<file path="config.mk">
export PLATFORM = sky130hd
export DESIGN_NAME = invader_march
export DESIGN_NICKNAME = d
export VERILOG_FILES = /design/src/rtl/invader_march.sv
export SDC_FILE = /design/constraint.sdc
export NUM_CORES = 1
export LEC_CHECK = 0
export BUFFER_PORTS_ARGS = -buffer_cell sky130_fd_sc_hd__buf_2
export CAP_MARGIN = 0
export CORE_MARGIN = 4
export CORE_UTILIZATION = 36
export CTS_BUF_LIST = sky130_fd_sc_hd__clkbuf_4 sky130_fd_sc_hd__clkbuf_8
export DETAILED_ROUTE_END_ITERATION = 7
export PLACE_DENSITY = 0.63
export SKIP_CTS_REPAIR_TIMING = 1
export SYNTH_ARGS = -nofsm -noshare
export SYNTH_HDL_FRONTEND = slang
export SYNTH_SLANG_ARGS = --single-unit
</file>
<file path="constraint.sdc">
create_clock -name CLK -period 2.55 [get_ports CLK]
set_input_delay 0.51 -clock CLK [delete_from_list [all_inputs] [get_ports CLK]]
set_output_delay 0.51 -clock CLK [all_outputs]
set_load 0.01 [all_outputs]
</file>
<file path="src/rtl/invader_march.sv">
// invader_march: alien formation march controller.
// Moves the formation origin one STEP per accepted tick, drops one row and
// reverses at a screen edge, and latches a sticky Landed flag once a drop
// reaches Y_LIMIT.
//
// Handshake: there is no backpressure. A tick is accepted exactly when the
// controller is marching and Tick and Run are both high on the same rising
// edge. Moved is high for the single cycle after that edge, aligned with the
// updated X/Y/Dir/Frame.
module invader_march #(
  parameter int W       = 10,
  parameter int X_MIN   = 0,
  parameter int X_MAX   = 400,
  parameter int STEP    = 8,
  parameter int DROP    = 16,
  parameter int Y_START = 32,
  parameter int Y_LIMIT = 416
) (
  input  logic         CLK,
  input  logic         Rst,
  input  logic         Tick,
  input  logic         Run,
  output logic [W-1:0] X,
  output logic [W-1:0] Y,
  output logic         Dir,
  output logic         Frame,
  output logic         Moved,
  output logic         Landed,
  output logic [1:0]   o_dbg_state
);

  typedef enum logic [1:0] {
    ST_IDLE   = 2'd0,
    ST_MARCH  = 2'd1,
    ST_LANDED = 2'd2
  } state_t;

  // Edge comparisons are done one bit wider than the coordinates so a sum
  // can never wrap around and look in range.
  localparam logic [W:0]   C_STEP     = (W+1)'(STEP);
  localparam logic [W:0]   C_DROP     = (W+1)'(DROP);
  localparam logic [W:0]   C_X_MAX    = (W+1)'(X_MAX);
  localparam logic [W:0]   C_LEFT_LIM = (W+1)'(X_MIN + STEP);
  localparam logic [W:0]   C_Y_LIMIT  = (W+1)'(Y_LIMIT);
  localparam logic [W-1:0] C_X_MIN    = W'(X_MIN);
  localparam logic [W-1:0] C_Y_START  = W'(Y_START);
  localparam logic [W-1:0] C_STEP_W   = W'(STEP);

  state_t         r_state;
  logic [W-1:0]   r_x;
  logic [W-1:0]   r_y;
  logic           r_dir;
  logic           r_frame;
  logic           r_moved;
  logic           r_landed;

  state_t         w_next_state;
  logic [W-1:0]   w_x_next;
  logic [W-1:0]   w_y_next;
  logic           w_dir_next;
  logic           w_frame_next;
  logic           w_moved_next;
  logic           w_landed_next;

  logic [W:0]     w_x_plus;
  logic [W:0]     w_y_drop;
  logic           w_right_edge;
  logic           w_left_edge;
  logic           w_at_edge;
  logic           w_accept;

  // Candidate positions and edge detection for the current origin.
  assign w_x_plus     = {1'b0, r_x} + C_STEP;
  assign w_y_drop     = {1'b0, r_y} + C_DROP;
  assign w_right_edge = (w_x_plus > C_X_MAX);
  assign w_left_edge  = ({1'b0, r_x} < C_LEFT_LIM);
  assign w_at_edge    = r_dir ? w_right_edge : w_left_edge;
  assign w_accept     = (r_state == ST_MARCH) && Tick && Run;

  // Next-state and next-position decode; everything holds unless a tick is accepted.
  always_comb begin
    w_next_state  = r_state;
    w_x_next      = r_x;
    w_y_next      = r_y;
    w_dir_next    = r_dir;
    w_frame_next  = r_frame;
    w_moved_next  = 1'b0;
    w_landed_next = r_landed;

    unique case (r_state)
      ST_IDLE: begin
        // Entering MARCH takes one edge; a tick in that cycle is discarded.
        if (Run) begin
          w_next_state = ST_MARCH;
        end
      end

      ST_MARCH: begin
        if (w_accept) begin
          w_moved_next = 1'b1;
          w_frame_next = ~r_frame;
          if (w_at_edge) begin
            // Edge: stay in column, drop a row, turn around.
            w_y_next   = w_y_drop[W-1:0];
            w_dir_next = ~r_dir;
            if (w_y_drop >= C_Y_LIMIT) begin
              w_landed_next = 1'b1;
              w_next_state  = ST_LANDED;
            end
          end else if (r_dir) begin
            w_x_next = w_x_plus[W-1:0];
          end else begin
            // Not at the left edge, so r_x >= X_MIN + STEP and this cannot underflow.
            w_x_next = r_x - C_STEP_W;
          end
        end
      end

      ST_LANDED: begin
        // Frozen until reset.
        w_next_state = ST_LANDED;
      end

      default: begin
        w_next_state = ST_IDLE;
      end
    endcase
  end

  // State and output registers with synchronous reset.
  always_ff @(posedge CLK) begin
    if (Rst) begin
      r_state  <= ST_IDLE;
      r_x      <= C_X_MIN;
      r_y      <= C_Y_START;
      r_dir    <= 1'b1;
      r_frame  <= 1'b0;
      r_moved  <= 1'b0;
      r_landed <= 1'b0;
    end else begin
      r_state  <= w_next_state;
      r_x      <= w_x_next;
      r_y      <= w_y_next;
      r_dir    <= w_dir_next;
      r_frame  <= w_frame_next;
      r_moved  <= w_moved_next;
      r_landed <= w_landed_next;
    end
  end

  assign X           = r_x;
  assign Y           = r_y;
  assign Dir         = r_dir;
  assign Frame       = r_frame;
  assign Moved       = r_moved;
  assign Landed      = r_landed;
  assign o_dbg_state = r_state;

endmodule

</file>
# After elaboration in Yosys (flattened, before gate mapping)
# Index checks and enable logic that the tools add are counted.
# word_totals
ff_bits	26
inputBits	4
output_inout_bits	26
elab_cells	40
# classes
addsub	3
magnitude_cmp	3
eq_ne	6
mux	8
n_bitwise	4
reduce_logical	9
# ops
cell	count
10-bit by 4-bit adder with 11-bit output, second input constant	1
10-bit by 5-bit adder with 11-bit output, second input constant	1
11-bit by 9-bit >= comparator with 1-bit output, second input constant	1
11-bit by 9-bit greater-than comparator with 1-bit output, second input constant	1
10-bit by 4-bit < comparator with 1-bit output, second input constant	1
10-bit 2-to-1 mux	1
10-bit by 4-bit subtractor with 10-bit output, second input constant	1
2-bit 2-to-1 mux	4
4-bit AND reduction	2
2-bit != test, second input constant	3
2-bit one-hot mux with 3 select lines	1
3-bit AND reduction	2
1-bit NOT	4
2-bit by 1-bit == test with 1-bit output, second input constant	1
2-bit == test, second input constant	1
1-bit logical AND	2
2-bit zero test	1
1-bit 2-to-1 mux	2
2-bit by 1-bit != test with 1-bit output, second input constant	1
2-bit AND reduction	1
2-bit OR reduction	1

# Logic depth before layout (Yosys ltp)
# depth
depth_word	6
mapped_depth	10
mapped_depth_nobuf	8

# Worst setup path after synthesis
# OpenSTA, ideal clock, no wires.
# synth_path
kind	reg2reg
from	register r_x[3], in the netlist X[3]
to	register r_y[6], in the netlist Y[6]
setup_time_ps	70
t_arrival_ps	2178
t_required_ps	2480
setup_slack_ps	302
path_stages_with_launch	11
path_buffers	2
synth_period_minus_slack_ps	2248
cell_sequence	dfxtp_1 > buf_6 > inv_1 > ha_1 > nor2b_1 > nor2_1 > a21oi_1 > a21oi_2 > buf_6 > or4_1 > a21oi_1
# synth_between
elab_chain_len	4
elab_cells_between_ends	5
cone_classes	add/sub: 1; order compare: 2; mux: 1; reduce/logical: 1
# synth_lines
element	line_no	source
start, declared	50	logic [W-1:0] r_x;
start signal, assigned	142	r_x <= w_x_next;
10-bit by 4-bit adder with 11-bit output	73	assign w_x_plus = {1'b0, r_x} + C_STEP;
11-bit by 9-bit greater-than comparator with 1-bit output	75	assign w_right_edge = (w_x_plus > C_X_MAX);
1-bit 2-to-1 mux (*)	77	assign w_at_edge = r_dir ? w_right_edge : w_left_edge;
3-bit AND reduction (no source line) (*)	--	
end signal, assigned	143	r_y <= w_y_next;
end, declared	51	logic [W-1:0] r_y;
# Mark *: on every way between the ends. The rest lies on a longest branch, timed or not.
# A chain may end at the register's enable or synchronous reset.

# Final worst setup path
# layout_path
from	register r_x[4], in the netlist X[4]
to	register r_y[8], in the netlist Y[8]
# Same word-level chain as after synthesis.

==> summary.md <==
| Metric | Value |
|---|---|
| CP Cell Sequence | `buf_4 -> nor3_1 -> nand3b_2 -> a221oi_2 -> a21oi_2 -> or4_1 -> a21oi_1` |
| Reg clk slew, reported paths | `0.07 ns` |
| Worst min-delay path class | `reg -> reg` |
| Die height | `roughly 70 µm` |
| Unrepaired setup endpoints after global routing | `no` |
| Area Overhead vs Synth | `10.6%` |
| Layout Nets | `between 150 and 200` |
| Dpl hpwl | `about 2.2 mm` |
| XOR/XNOR share of the synthesized area | `0.0442` |
| Critical path's largest stage delay | `about 0.49 ns` |
| Max Slew Vio Count | `0` |
| Worst r2r src | `X[4]` |
| Clock sinks | `19` |
| Vias in the first global route | `1094` |
| Ports | `30` |
| Mapped Area | `between 1000 and 1500 µm²` |
| Mux contribution to synthesized area | `0.0217` |
| Crit path arrival time | `~2.6 ns` |
| Ys flop type | `dfxtp_1` |
| EDFF count, synth | `0` |
| CP startpoint kind | `flop` |
| Setup TNS | `0 ns` |
| P_leak | `0.643 nW` |
| Worst Skew | `about 0.0056 ns` |
| Synth cell types | `51` |
| TritonCTS Buffers | `3` |
| Synth Area in Compound Gates | `0.238` |
| Row count | `22` |
| Starting Density | `0.376` |
| RD Place Congestion | `between 0.8 and 0.9` |
| Initial antenna violation count | `0` |
| Share of cells above drive strength 1 | `0.254` |
| PD cells | `between 400 and 500 nW/µm²` |
| Asr flop ratio synth | `0` |
| Root buf cell | `clkbuf_8` |
| Critical path fanouts, max | `12` |
| Ant. Diodes | `0` |
| # setup viols final | `0` |
| Slew headroom | `0.651` |
| Critical Setup Path Class | `reg -> reg` |
| Post-synthesis simple-gate area fraction | `0.207` |
| Synth Register Bits | `19` |
| Critical Path RT | `around 2.7 ns` |
| H-tree levels | `1` |
| Worst path top cell family by delay | `simple AND/OR/NAND/NOR gates` |
| DRT Pass-1 Iters | `4` |
| Drt first-iter violations | `49` |
| Largest net degree at the start of global routing | `20` |
| Slowest cell on crit path | `or4_1` |
| Hold_ws | `~0.47 ns` |
| Register area share after synthesis | `0.274` |
| DRC | `0` |
| Routed len/inst | `~12 µm` |
| ANT nets after route | `0` |
| GRT Overall Usage | `0.116` |
| Hold Path Origin | `Landed` |
| Slew @ Worst Pin | `just over 0.5 ns` |
| Core Region | `3690 µm²` |
| Worst Path Buf+Inv | `1` |
| Die W | `~70 µm` |
| Avg Synthesized Cell Area | `about 8.6 µm²` |
| CTS tree | `built` |
| Min cycle time layout | `2.39 ns` |
| Remaining Overflow, GRT | `0` |
| Final worst-path cycle share | `0.938` |
| Achievable frequency | `418 MHz` |
| Final hold violations | `0` |
| Total Die Area | `about 5000 µm²` |
| Synth Instances | `approximately 160` |
| Worst-Skew Late Latency | `approximately 0.25 ns` |
| Drt total wl | `roughly 2.9 mm` |
| # port buffers | `22` |
| Yosys warning count | `0` |
| Max VDD drop | `roughly 0.26 mV` |
| Vias | `approximately 1200` |
| Crit path from | `X[4]` |
| CP Capture Type | `flop` |
| First-pass GRT wire length | `just under 5 mm` |
| Status | `finished, final reports clean` |
| Max-capacitance violation count | `0` |
| Largest family of logic cells by synthesized area | `compound AO/OA/AOI/OAI gates` |
| Adder-Cell Fraction of Synth Area | `0.0632` |
| Vias per cell | `roughly 5.2` |
| Clock Path Buffers | `2` |
[metrics by stage]
stage          power (mW)  utilization  cells  setup WS, ns  instance area (µm²)
4_1_cts             0.656        0.414    233         0.115                 1530
6_report            0.646        0.416    233         0.159                 1530
3_3_place_gp        0.434        0.401    229         0.206                 1480
5_1_grt             0.683        0.416    233       0.00907                 1530
2_1_floorplan       0.418            -    168         0.302                 1410
3_5_place_dp        0.435        0.401    229         0.130                 1480
[tightest hold or removal path, stage by stage (launching register included)]
cell and delay (ns):
dfxtp_1 0.33, a21oi_1 0.04, nor2_1 0.07
[layout by cell type, fill, tap and decap left out, types with 2 or more instances in the layout]
cell type	count
mux2i_1	3
nor2_1	12
nand4_1	3
a21bo_2	2
nand3b_1	3
dfxtp_1	19
buf_4	8
xnor2_1	5
or4_1	4
a21oi_2	2
clkbuf_8	3
a21oi_1	14
and4_2	2
nand2_1	12
conb_1	7
nand3_1	4
inv_1	12
ha_1	6
xor2_1	2
o21ai_0	5
o31ai_1	3
buf_2	22
a221oi_1	2
a2111oi_0	2
[report_power, final]
group / switching [mW] / internal [mW]
Sequential: 0.00703 / 0.308
Combinational: 0.0660 / 0.0471
Clock: 0.0964 / 0.122
[layout make-up]
type / count / area [µm²]
inverters: 12 / 45.0
flip-flops and latches: 19 / 380
multi-input cells: 120 / 828
repair buffers: 30 / 170
clock buffers: 4 / 48.8
fillers: 398 / 2160
well taps: 48 / 60.1
[registers in the layout (all words and copies together), names as in the netlist]
signal       flops
Dir              1
Moved            1
Frame            1
o_dbg_state      2
X                7
Landed           1
Y                6
[worst paths after layout]
check	to	slack [ns]	cells after the start
worst max-delay path	Y[8]	0.16	7
worst min register to register	Landed	0.47	2
worst max register to register	Y[8]	0.16	7
worst min-delay path	Landed	0.47	2
[synth_stat cells (2+ instances only)]
| cell type | count | area, µm² |
|---|---|---|
| a21oi_1 | 15 | 75.1 |
| nor2_1 | 12 | 45.0 |
| nand2_1 | 12 | 45.0 |
| and4_2 | 2 | 20.0 |
| buf_4 | 7 | 52.6 |
| nand3_1 | 4 | 20.0 |
| a21bo_2 | 2 | 20.0 |
| a2111oi_0 | 2 | 17.5 |
| buf_6 | 8 | 90.1 |
| xnor2_1 | 5 | 43.8 |
| a221oi_1 | 2 | 17.5 |
| xor2_1 | 2 | 17.5 |
| o31ai_1 | 3 | 22.5 |
| or4_1 | 4 | 30.0 |
| dfxtp_1 | 19 | 380 |
| inv_1 | 12 | 45.0 |
| mux2i_1 | 3 | 30.0 |
| o21ai_0 | 5 | 25.0 |
| nand3b_1 | 3 | 22.5 |
| ha_1 | 7 | 87.6 |
| nand4_1 | 3 | 18.8 |
[logic make-up after synthesis]
| kind of cell | Yosys count |
|---|---|
| and+or+nand+nor | 50 |
| xor gates and xnor gates | 7 |
| adders and majority gates | 7 |
| buffers and inverters | 29 |
| DFF | 19 |
| AOI/OAI and AO/OA | 46 |
| muxes | 3 |
| other | 1 |
[layer usage]
layer / GRT usage / share of wire
met1: 0.155 / 0.50
met2: 0.188 / 0.46
met3: 0.0216 / 0.038
met4: 0.0319 / 0.0038
met5: 0 / 0
(Power assumes the default switching activity.)
